**src/rtl/count_ctrl.sv**
```systemverilog
// Sequencing controller for the LED counter: arbitrates button commands against
// an auto-run prescaler and updates one registered count with wrap/saturate.
module count_ctrl #(
  parameter int WIDTH    = 8,
  parameter int TICK_DIV = 50_000_000
) (
  input  logic             clk,
  input  logic             reset,
  input  logic             inc_pulse,
  input  logic             dec_pulse,
  input  logic             clr_pulse,
  input  logic             load_pulse,
  input  logic [WIDTH-1:0] load_value,
  input  logic             run_toggle,
  input  logic             wrap_en,
  output logic [WIDTH-1:0] count,
  output logic             running,
  output logic             halted,
  output logic             wrap_pulse
);

  localparam int PW = $clog2(TICK_DIV);
  localparam logic [PW-1:0]    PRE_LAST = PW'(TICK_DIV - 1);
  localparam logic [WIDTH-1:0] CNT_MAX  = '1;

  localparam logic [1:0] S_IDLE = 2'd0;
  localparam logic [1:0] S_RUN  = 2'd1;
  localparam logic [1:0] S_HALT = 2'd2;

  logic [1:0]       r_state;
  logic [PW-1:0]    r_pre;
  logic [WIDTH-1:0] r_count;
  logic             r_wrap;
  logic             r_running;
  logic             r_halted;

  logic             w_tick;
  logic             w_sat_tick;
  logic             w_wrap_nxt;
  logic [WIDTH-1:0] w_cnt_nxt;
  logic [1:0]       w_state_nxt;
  logic [PW-1:0]    w_pre_nxt;

  // Count arbitration: clr > load > manual inc/dec > auto tick.
  always_comb begin
    w_tick     = (r_state == S_RUN) && (r_pre == PRE_LAST);
    w_cnt_nxt  = r_count;
    w_wrap_nxt = 1'b0;
    w_sat_tick = 1'b0;
    if (clr_pulse) begin
      w_cnt_nxt = '0;
    end else if (load_pulse) begin
      w_cnt_nxt = load_value;
    end else if (inc_pulse ^ dec_pulse) begin
      if (inc_pulse) begin
        if (r_count != CNT_MAX) w_cnt_nxt = r_count + WIDTH'(1);
        else if (wrap_en) begin
          w_cnt_nxt  = '0;
          w_wrap_nxt = 1'b1;
        end
      end else begin
        if (r_count != '0) w_cnt_nxt = r_count - WIDTH'(1);
        else if (wrap_en) begin
          w_cnt_nxt  = CNT_MAX;
          w_wrap_nxt = 1'b1;
        end
      end
    end else if (!inc_pulse && !dec_pulse && w_tick) begin
      if (r_count != CNT_MAX) w_cnt_nxt = r_count + WIDTH'(1);
      else if (wrap_en) begin
        w_cnt_nxt  = '0;
        w_wrap_nxt = 1'b1;
      end else begin
        w_sat_tick = 1'b1;
      end
    end
  end

  always_comb begin
    w_state_nxt = r_state;
    case (r_state)
      S_IDLE:  if (run_toggle) w_state_nxt = S_RUN;
      S_RUN:   if (run_toggle) w_state_nxt = S_IDLE;
               else if (w_sat_tick) w_state_nxt = S_HALT;
      S_HALT:  if (run_toggle || clr_pulse) w_state_nxt = S_IDLE;
      default: w_state_nxt = S_IDLE;
    endcase
  end

  // Prescaler only advances while staying in RUN; entry, exit, clr/load and tick restart it.
  always_comb begin
    if (r_state != S_RUN || w_state_nxt != S_RUN || clr_pulse || load_pulse || w_tick)
      w_pre_nxt = '0;
    else
      w_pre_nxt = r_pre + PW'(1);
  end

  always_ff @(posedge clk) begin
    if (reset) begin
      r_state   <= S_IDLE;
      r_pre     <= '0;
      r_count   <= '0;
      r_wrap    <= 1'b0;
      r_running <= 1'b0;
      r_halted  <= 1'b0;
    end else begin
      r_state   <= w_state_nxt;
      r_pre     <= w_pre_nxt;
      r_count   <= w_cnt_nxt;
      r_wrap    <= w_wrap_nxt;
      r_running <= (w_state_nxt == S_RUN);
      r_halted  <= (w_state_nxt == S_HALT);
    end
  end

  assign count      = r_count;
  assign running    = r_running;
  assign halted     = r_halted;
  assign wrap_pulse = r_wrap;

endmodule

```
**config.mk**
```make
export PLATFORM = sky130hd
export DESIGN_NAME = count_ctrl
export DESIGN_NICKNAME = d
export VERILOG_FILES = /design/src/rtl/count_ctrl.sv
export SDC_FILE = /design/constraint.sdc
export NUM_CORES = 1
export LEC_CHECK = 0
export ABC_AREA = 0
export CAP_MARGIN = 10
export CELL_PAD_IN_SITES_DETAIL_PLACEMENT = 0
export CELL_PAD_IN_SITES_GLOBAL_PLACEMENT = 1
export CORE_AREA = 5 5 78 80
export DETAILED_ROUTE_END_ITERATION = 8
export DIE_AREA = 0 0 83 85
export GPL_TIMING_DRIVEN = 0
export HOLD_SLACK_MARGIN = 0.05
export PLACE_DENSITY = 0.83
export RECOVER_POWER = 25
export SYNTH_ARGS = -nofsm -noshare
export SYNTH_HDL_FRONTEND = slang
export SYNTH_SLANG_ARGS = --single-unit
```
**constraint.sdc**
```tcl
create_clock -name clk -period 4.6 [get_ports clk]
set_clock_uncertainty 0.15 [all_clocks]
set_input_delay 0.92 -clock clk [delete_from_list [all_inputs] [get_ports clk]]
set_output_delay 0.92 -clock clk [all_outputs]
set_load 0.005 [all_outputs]
```
# ---- Word-level counts from Yosys, hierarchy flattened
# Index checks and enable logic that the tools add are counted.
dict set report totals {
  regBits 39
  latch_bits 0
  ramBits 0
  mem_bits_ro 0
  inputBits 16
  out_inout_bits 11
  word_cells 61
  memories 0
}
dict set report classes {
  addsub 3
  multipliers 0
  div_mod_pow 0
  order_cmp 0
  eq_ne 9
  shifts 0
  n_mux 25
  bitwise_logic 1
  reduce_logical 17
}
# operator n
set ops {}
lappend ops {{$mux W8} 8}
lappend ops {{$add A26 B1 Y26 const B} 1}
lappend ops {{$eq A26 B26 Y1 const B} 1}
lappend ops {{$mux W1} 12}
lappend ops {{$add A8 B1 Y8 const B} 1}
lappend ops {{$mux W2} 4}
lappend ops {{$ne A8 B8 Y1 const B} 1}
lappend ops {{$reduce_bool A8 Y1} 1}
lappend ops {{$sub A8 B1 Y8 const B} 1}
lappend ops {{$pmux W2 S3} 1}
lappend ops {{$logic_or A1 B1 Y1} 5}
lappend ops {{$ne A5 B4 Y1 const B} 1}
lappend ops {{$eq A2 B1 Y1 const B} 2}
lappend ops {{$eq A2 B2 Y1 const B} 2}
lappend ops {{$ne A2 B1 Y1 const B} 2}
lappend ops {{$reduce_or A2 Y1} 2}
lappend ops {{$logic_and A1 B1 Y1} 3}
lappend ops {{$reduce_bool A3 Y1} 1}
lappend ops {{$reduce_or A3 Y1} 1}
lappend ops {{$logic_not A1 Y1} 2}
lappend ops {{$logic_not A2 Y1} 1}
lappend ops {{$reduce_and A2 Y1} 1}
lappend ops {{$xor A1 B1 Y1} 1}

# ---- Logic depth before layout (Yosys ltp)
# Gate-level depths: netlist (run 1).
dict set report depth {
  word_depth 16
  depth_mapped 9
  mapped_depth_nobuf 8
}

# ---- Worst setup path before layout (run 1)
# No wires, ideal clock.
dict set report synth_timing {
  kind {input-to-reg}
  startpoint {input port inc_pulse}
  endpoint {register r_count[2], in the netlist count[2]}
  setup_time_ps 126
  arrival_ps 2167
  required_time_ps 4324
  slack_ps 2157
  path_stages 8
  path_buffers 1
  cell_sequence {inv_1 > ha_1 > nor2b_1 > clkbuf_1 > nor2_1 > a211o_1 > o2111ai_1 > o31ai_1}
}
dict set report synth_via {
  elab_chain_len 5
  elab_cells_between_ends 10
  classes_between {eq/ne: 1; mux: 3; bitwise: 1; reduce/logical: 5}
}
# element line
set synth_lines {}
lappend synth_lines {{from (decl)} 9} ;# input logic inc_pulse,
lappend synth_lines {{$logic_not A1 Y1} 68} ;# end else if (!inc_pulse && !dec_pulse && w_tick) begin
lappend synth_lines {{$logic_and A1 B1 Y1 (2 in a row)} 68}
lappend synth_lines {{$reduce_bool A3 Y1 (no source line)} -}
lappend synth_lines {{$reduce_and A2 Y1 (no source line)} -}
lappend synth_lines {{to (signal assigned)} 109} ;# r_count <= w_cnt_nxt;
lappend synth_lines {{to (decl)} 32} ;# logic [WIDTH-1:0] r_count;
# Several ways; a longest one is shown, not always the timed one.
# A chain may end at the register's enable or synchronous reset.

# ---- Worst setup path after layout (run 1)
dict set report layout_timing {
  startpoint {input port inc_pulse}
  endpoint {register r_count[7], in the netlist count[7]}
}
# Same word-level chain as after synthesis.

==> flow_summary.json, run 1 <==
{
  "slew_viol_final": 0,
  "slew_headroom": 0.6311,
  "netlist_instances": 282,
  "synth-edff-count": 0,
  "end_kind": "flip-flop",
  "synthSimpleGateAreaFrac": 0.3222,
  "drv_cap": 0,
  "syn_avg_cell_area_um2": 7.973,
  "yosys-top-cells-count": "45 x nor2_1, 39 x dfxtp_1, 26 x nand2_1",
  "timing.rr.start": "r_pre[0]",
  "ys_types": 48,
  "ir_worst_vdd_mv": 0.2147,
  "fmax_mhz": 328.7,
  "cp_max_fo": 10,
  "muxShareOfSynthArea": 0.004452,
  "ctsResizeCount": 0,
  "synth_area_leaders": "dfxtp_1 35%, nor2_1 7.5%, xor2_1 5.8%, xnor2_1 4.7%, nand2_1 4.3%",
  "r2r-end": "r_pre[22]",
  "drc": 0,
  "synth_top_family_by_area": "simple AND/OR/NAND/NOR gates",
  "cts_made_buffers": 5,
  "overflow": 0,
  "drt_first_pass_iters": 5,
  "rr_worst_depth": 8,
  "status": "complete, no violations",
  "cp.arrival_ns": 3.11,
  "required_ns": 4.67,
  "io_pins": 27,
  "routed-via-count": 2067,
  "r2r_slack_ns": 2.22,
  "synth_flop_cell": "dfxtp_1",
  "grt_pass1_vias": 1916,
  "drt-vias-per-instance": 5.355,
  "gp_congestion": 0.8404,
  "period_share": 0.6613,
  "postRouteAntennaNets": 0,
  "nFillCells": 572,
  "period_needed_ns": 3.042,
  "antenna_found_initial": 0,
  "ys_seq_area_frac": 0.3472,
  "synthesis.nets": 303,
  "drtIter0Drc": 125,
  "final_cells": 386,
  "cts_hold_buf": 0,
  "path_class": "input port to flip-flop",
  "critPathCapture": "count[7]",
  "final-hold-violation-count": 0,
  "worst_pin_slew_ns": 0.5491,
  "coreArea_mm2": 0.005338,
  "cts_setup_buffers": 0,
  "setup_viol": 0,
  "grtUsageTotal": 0.1569,
  "routed_wl_um": 5369,
  "numClockSinks": 39,
  "p_leak_nw": 0.9149,
  "rsz0062_at_grt": "no",
  "grt_max_degree": 12,
  "clockBufferDepth": 2,
  "detailed_place_hpwl_um": 3976,
  "dp_cells": 379,
  "cts_root_buf": "clkbuf_8",
  "rows": 27,
  "path_clk_slew_ns": 0.08,
  "synth_area_leader_cell": "dfxtp_1",
  "synth_top_area_frac": 0.3472,
  "ys_ff_latch": 39,
  "synth_compound_area_frac": 0.1503,
  "clk_latency_ns": 0.28,
  "startpoint_type": "input port",
  "crit_path_start": "inc_pulse",
  "hold_path.class": "flip-flop to flip-flop",
  "synth_warnings": 0,
  "powerDensity_mw_per_mm2": 260.8,
  "cts_max_level": 2,
  "mappedNetlistArea_mm2": 0.002248,
  "area_growth_pct": 19.03,
  "io_buffers": 25,
  "antenna_cells": 0,
  "final_layout_size_suffix_gt1_frac": 0.06051,
  "fp.dieArea_mm2": 0.007055,
  "yosys.area_share.adder": 0.02782,
  "avgRoutedWirePerCell_um": 13.91,
  "synth.most_common_cell": "nor2_1",
  "start_util": 0.4212,
  "die_x_um": 83,
  "synthArstFlopShare": 0,
  "cts_tree": "done",
  "grt_pass1_wl_um": 9294,
  "synth_xor_xnor_area_share": 0.1052,
  "final_nets": 335,
  "tns_ns": 0,
  "die_y_um": 85
}
==> placed cells by master (no fill, tap or decap), types with 6 or more instances in the layout <==
cell / instances
clkdlybuf4s50_1: 13
nor3_1: 7
nand3_1: 15
dfxtp_1: 39
nand2_1: 26
dlygate4sd3_1: 12
clkbuf_8: 6
a21oi_1: 10
nor2_1: 45
inv_1: 8
xnor2_1: 12
xor2_1: 15
nand4_1: 10
clkbuf_1: 8
and3_1: 6
o21ai_0: 11
==> worst max-delay path, cell delays in order <==
cell and delay (ns):
dlygate4sd3_1 0.60, inv_1 0.07, ha_1 0.35, nor2b_1 0.14, clkbuf_1 0.39, nor2_1 0.11, o211ai_1 0.11, o21a_1 0.14
nand4_1 0.12, a21oi_1 0.16
==> stage by stage <==
step | setup WS [ns] | cell area (µm²) | hold slack, ns | util | total power, mW
final | 1.558 | 2676 | 0.3266 | 0.5014 | 0.6980
after global routing | 1.348 | 2676 | 0.3752 | 0.5014 | 0.7306
after CTS | 1.668 | 2676 | 0.3209 | 0.5014 | 0.7055
after detailed placement | 1.363 | 2589 | 0.3035 | 0.4850 | 0.4727
after global placement | 1.396 | 2589 | 0.2909 | 0.4850 | 0.4724
after floorplan | 2.157 | 2248 | 0.2762 | - | 0.4288
==> power breakdown <==
group	internal, mW	total, mW	switching, mW	leakage (nW)
Combinational	0.0518	0.114	0.0623	0.552
Sequential	0.343	0.349	0.00637	0.316
Clock	0.118	0.235	0.117	0.0470
==> registers in the layout, indices dropped and copies added (netlist names) <==
name and count:
r_pre 26, count 8, r_state 2, halted 1, running 1, wrap_pulse 1
==> per-layer routing <==
layer	track usage	up-vias	wire length, µm
met4	0.04160	0	33
met5	0	-	0
li1	-	1072	-
met2	0.2187	54	2188
met1	0.2425	937	2863
met3	0.03107	4	283
==> area by class of cell <==
type / instances / area [µm²] / share of cell area
Clock buffer: 6 / 82.58 / 0.03086
Clock inverter: 1 / 5.005 / 0.001870
Inverter: 8 / 30.03 / 0.01122
Buffer: 14 / 66.31 / 0.02478
Multi-Input combinational cell: 221 / 1371 / 0.5124
Timing Repair Buffer: 25 / 250.2 / 0.09350
Sequential cell: 39 / 780.7 / 0.2917
Tap cell: 72 / 90.09 / 0.03366
==> cell families after synthesis <==
logic type / Yosys count
and+or+nand+nor: 137
AOI/OAI and AO/OA: 51
DFF: 39
xor gates and xnor gates: 27
buffers and inverters: 22
adders and majority gates: 5
muxes: 1
==> worst min-delay path by stage <==
stage / startpoint / end / slack (ns) / depth (start not counted)
final: r_pre[0] / r_pre[0] / 0.33 / 1
after global placement: r_pre[0] / r_pre[0] / 0.29 / 1
after global routing: r_state[1] / running / 0.38 / 1
after detailed placement: r_pre[0] / r_pre[0] / 0.30 / 1
after floorplan: r_pre[0] / r_pre[0] / 0.28 / 1
after CTS: r_pre[0] / r_pre[0] / 0.32 / 1
Note: power is estimated with default switching activity, not from simulation.
==> inputs of run 2 (changes only) <==
- CORE_AREA: 5 5 78 80 -> 5 5 81 83
- DIE_AREA: 0 0 83 85 -> 0 0 86 88
- PLACE_DENSITY: 0.83 -> 0.77
- clock period: 4.6 -> 3 ns (I/O delays scaled with it)
==> run 2 against run 1 <==
Non-clock buffer count unchanged. Utilization decreased by 3.0 points. Combinational power grew 55%. Power rose by 77%. Final area up 1.8%. Register-to-register slack worse by 1.6 ns. Largest cell class unchanged. Sequential power rose by 54%. Die area rose by 7.3%. Clock-buffer cell count did not move. Highest routed layer unchanged.
==> flow_summary.json, run 2 (same netlist as run 1, synthesis figures left out) <==
{
  "status": "complete, no violations",
  "crit_family": "buffers and inverters",
  "cts_max_level": 2,
  "postRouteAntennaNets": 0,
  "ctsResizeCount": 0,
  "gp_congestion": 0.8373,
  "final_nets": 335,
  "cts_made_buffers": 5,
  "place_area_mm2": 0.002592,
  "hold_end": "r_pre[0]",
  "dp_slack_ns": 0.06505,
  "final-hold-violation-count": 0,
  "setup_viol": 0,
  "coreArea_mm2": 0.005781,
  "max_stage_delay_ns": 0.52,
  "period_needed_ns": 2.634,
  "required_ns": 3.07,
  "layout_commonest_cell": "nor2_1",
  "r2r_slack_ns": 0.63,
  "cts_hold_buf": 0,
  "rr_worst_depth": 8,
  "hp-start": "r_pre[0]",
  "regMostFlops": "r_pre",
  "final_layout_size_suffix_gt1_frac": 0.06032,
  "antenna_cells": 0,
  "numClockSinks": 39,
  "cpMaxStageDelayCell": "clkdlybuf4s50_1",
  "path_clk_slew_ns": 0.08,
  "cts_tree": "done",
  "setup_ws_ns": 0.3664,
  "clockBufferDepth": 2,
  "grt_pass1_vias": 1909,
  "path_cells": "clkdlybuf4s50_1 -> inv_1 -> ha_1 -> nor2b_1 -> clkbuf_1 -> nor2_1 -> o211ai_1 -> o21a_1 -> nand4_1 -> a21oi_1",
  "slew_viol_final": 0,
  "clk_latency_ns": 0.29,
  "period_share": 0.8779,
  "worst_pin_slew_ns": 0.5533,
  "cts_root_buf": "clkbuf_8",
  "ir_worst_vdd_mv": 0.2171,
  "grtUsageTotal": 0.1490,
  "holdPathStages": 1,
  "end_kind": "flip-flop",
  "p_leak_nw": 0.9330,
  "slew_headroom": 0.6283,
  "fmax_mhz": 379.7,
  "drc": 0,
  "cts_setup_buffers": 0,
  "hold_path.class": "flip-flop to flip-flop",
  "routed_wl_um": 5496,
  "timing.rr.start": "r_pre[0]",
  "largest_register_ffs": 26,
  "drt-vias-per-instance": 5.328,
  "io_pins": 27,
  "grt_pass1_wl_um": 9142,
  "final_cell_mix": "45 x nor2_1, 39 x dfxtp_1, 26 x nand2_1, 15 x xor2_1, 15 x nand3_1",
  "rsz0062_at_grt": "no",
  "powerDensity_mw_per_mm2": 453.9,
  "fp.dieArea_mm2": 0.007568,
  "drv_cap": 0,
  "io_buffers": 25,
  "path_buf_inv": 3,
  "rows": 28,
  "die_y_um": 88,
  "detailed_place_hpwl_um": 4051,
  "cp_max_fo": 10,
  "avgRoutedWirePerCell_um": 14.09,
  "drt_first_pass_iters": 4,
  "cp.arrival_ns": 2.71,
  "start_util": 0.3890,
  "area_growth_pct": 21.20,
  "path_class": "input port to flip-flop",
  "grt_max_degree": 13,
  "startpoint_type": "input port",
  "nFillCells": 614,
  "die_x_um": 86,
  "overflow": 0,
  "hold_ws_ns": 0.3200,
  "r2r-end": "r_pre[25]",
  "fin_area_mm2": 0.002725,
  "routed-via-count": 2078,
  "tns_ns": 0,
  "drtIter0Drc": 161,
  "antenna_found_initial": 0
}
==> run 2: worst max-delay path by stage <==
| stage | startpoint | end | slack, ns | depth (start not counted) |
|---|---|---|---|---|
| CTS | inc_pulse | count[7] | 0.37 | 10 |
| detailed placement | inc_pulse | count[7] | 0.07 | 10 |
| finish | inc_pulse | count[7] | 0.37 | 10 |
| global placement | inc_pulse | count[7] | 0.09 | 10 |
| global route | inc_pulse | count[7] | 0.19 | 10 |
| floorplan | inc_pulse | count[2] | 0.88 | 8 |
==> run 2: worst reg2reg max path: stages, from the launching register on <==
cell	delay [ns]
dfxtp_1	0.37
ha_1	0.19
and3_1	0.14
buf_2	0.14
nand2_1	0.11
or4_1	0.48
nand4b_1	0.31
buf_2	0.30
nor2_1	0.07
==> run 2: per-layer routing <==
metal,global-route usage,vias to the layer above,share of wire
li1,-,1067,-
met1,0.2261,962,0.53
met2,0.2088,45,0.41
met3,0.03575,4,0.053
met4,0.03741,0,0.0049
met5,0,-,0
==> run 2: power by group <==
part           switching, mW  leakage [nW]  internal, mW  total (mW)
logic                 0.0968         0.552        0.0797       0.177
registers             0.0101         0.316         0.526       0.536
clock network          0.192        0.0654         0.333       0.525
total                  0.299         0.933         0.938        1.24
==> run 2: final cells by class <==
class | count | area, µm² | area share
multi-input cells | 221 | 1371 | 0.5032
flip-flops and latches | 39 | 780.7 | 0.2865
repair buffers | 25 | 250.2 | 0.09183
well taps | 75 | 93.84 | 0.03444
clock buffers | 6 | 72.57 | 0.02663
plain buffers | 14 | 66.31 | 0.02433
clock inverters | 2 | 60.06 | 0.02204
inverters | 8 | 30.03 | 0.01102
==> run 2: stage by stage <==
step             util  power, mW  std cells
6_report       0.4714      1.237        390
5_1_grt        0.4714      1.288        390
4_1_cts        0.4714      1.246        390
3_5_place_dp   0.4485     0.7261        382
3_3_place_gp   0.4485     0.7256        382
2_1_floorplan       -     0.6575        282
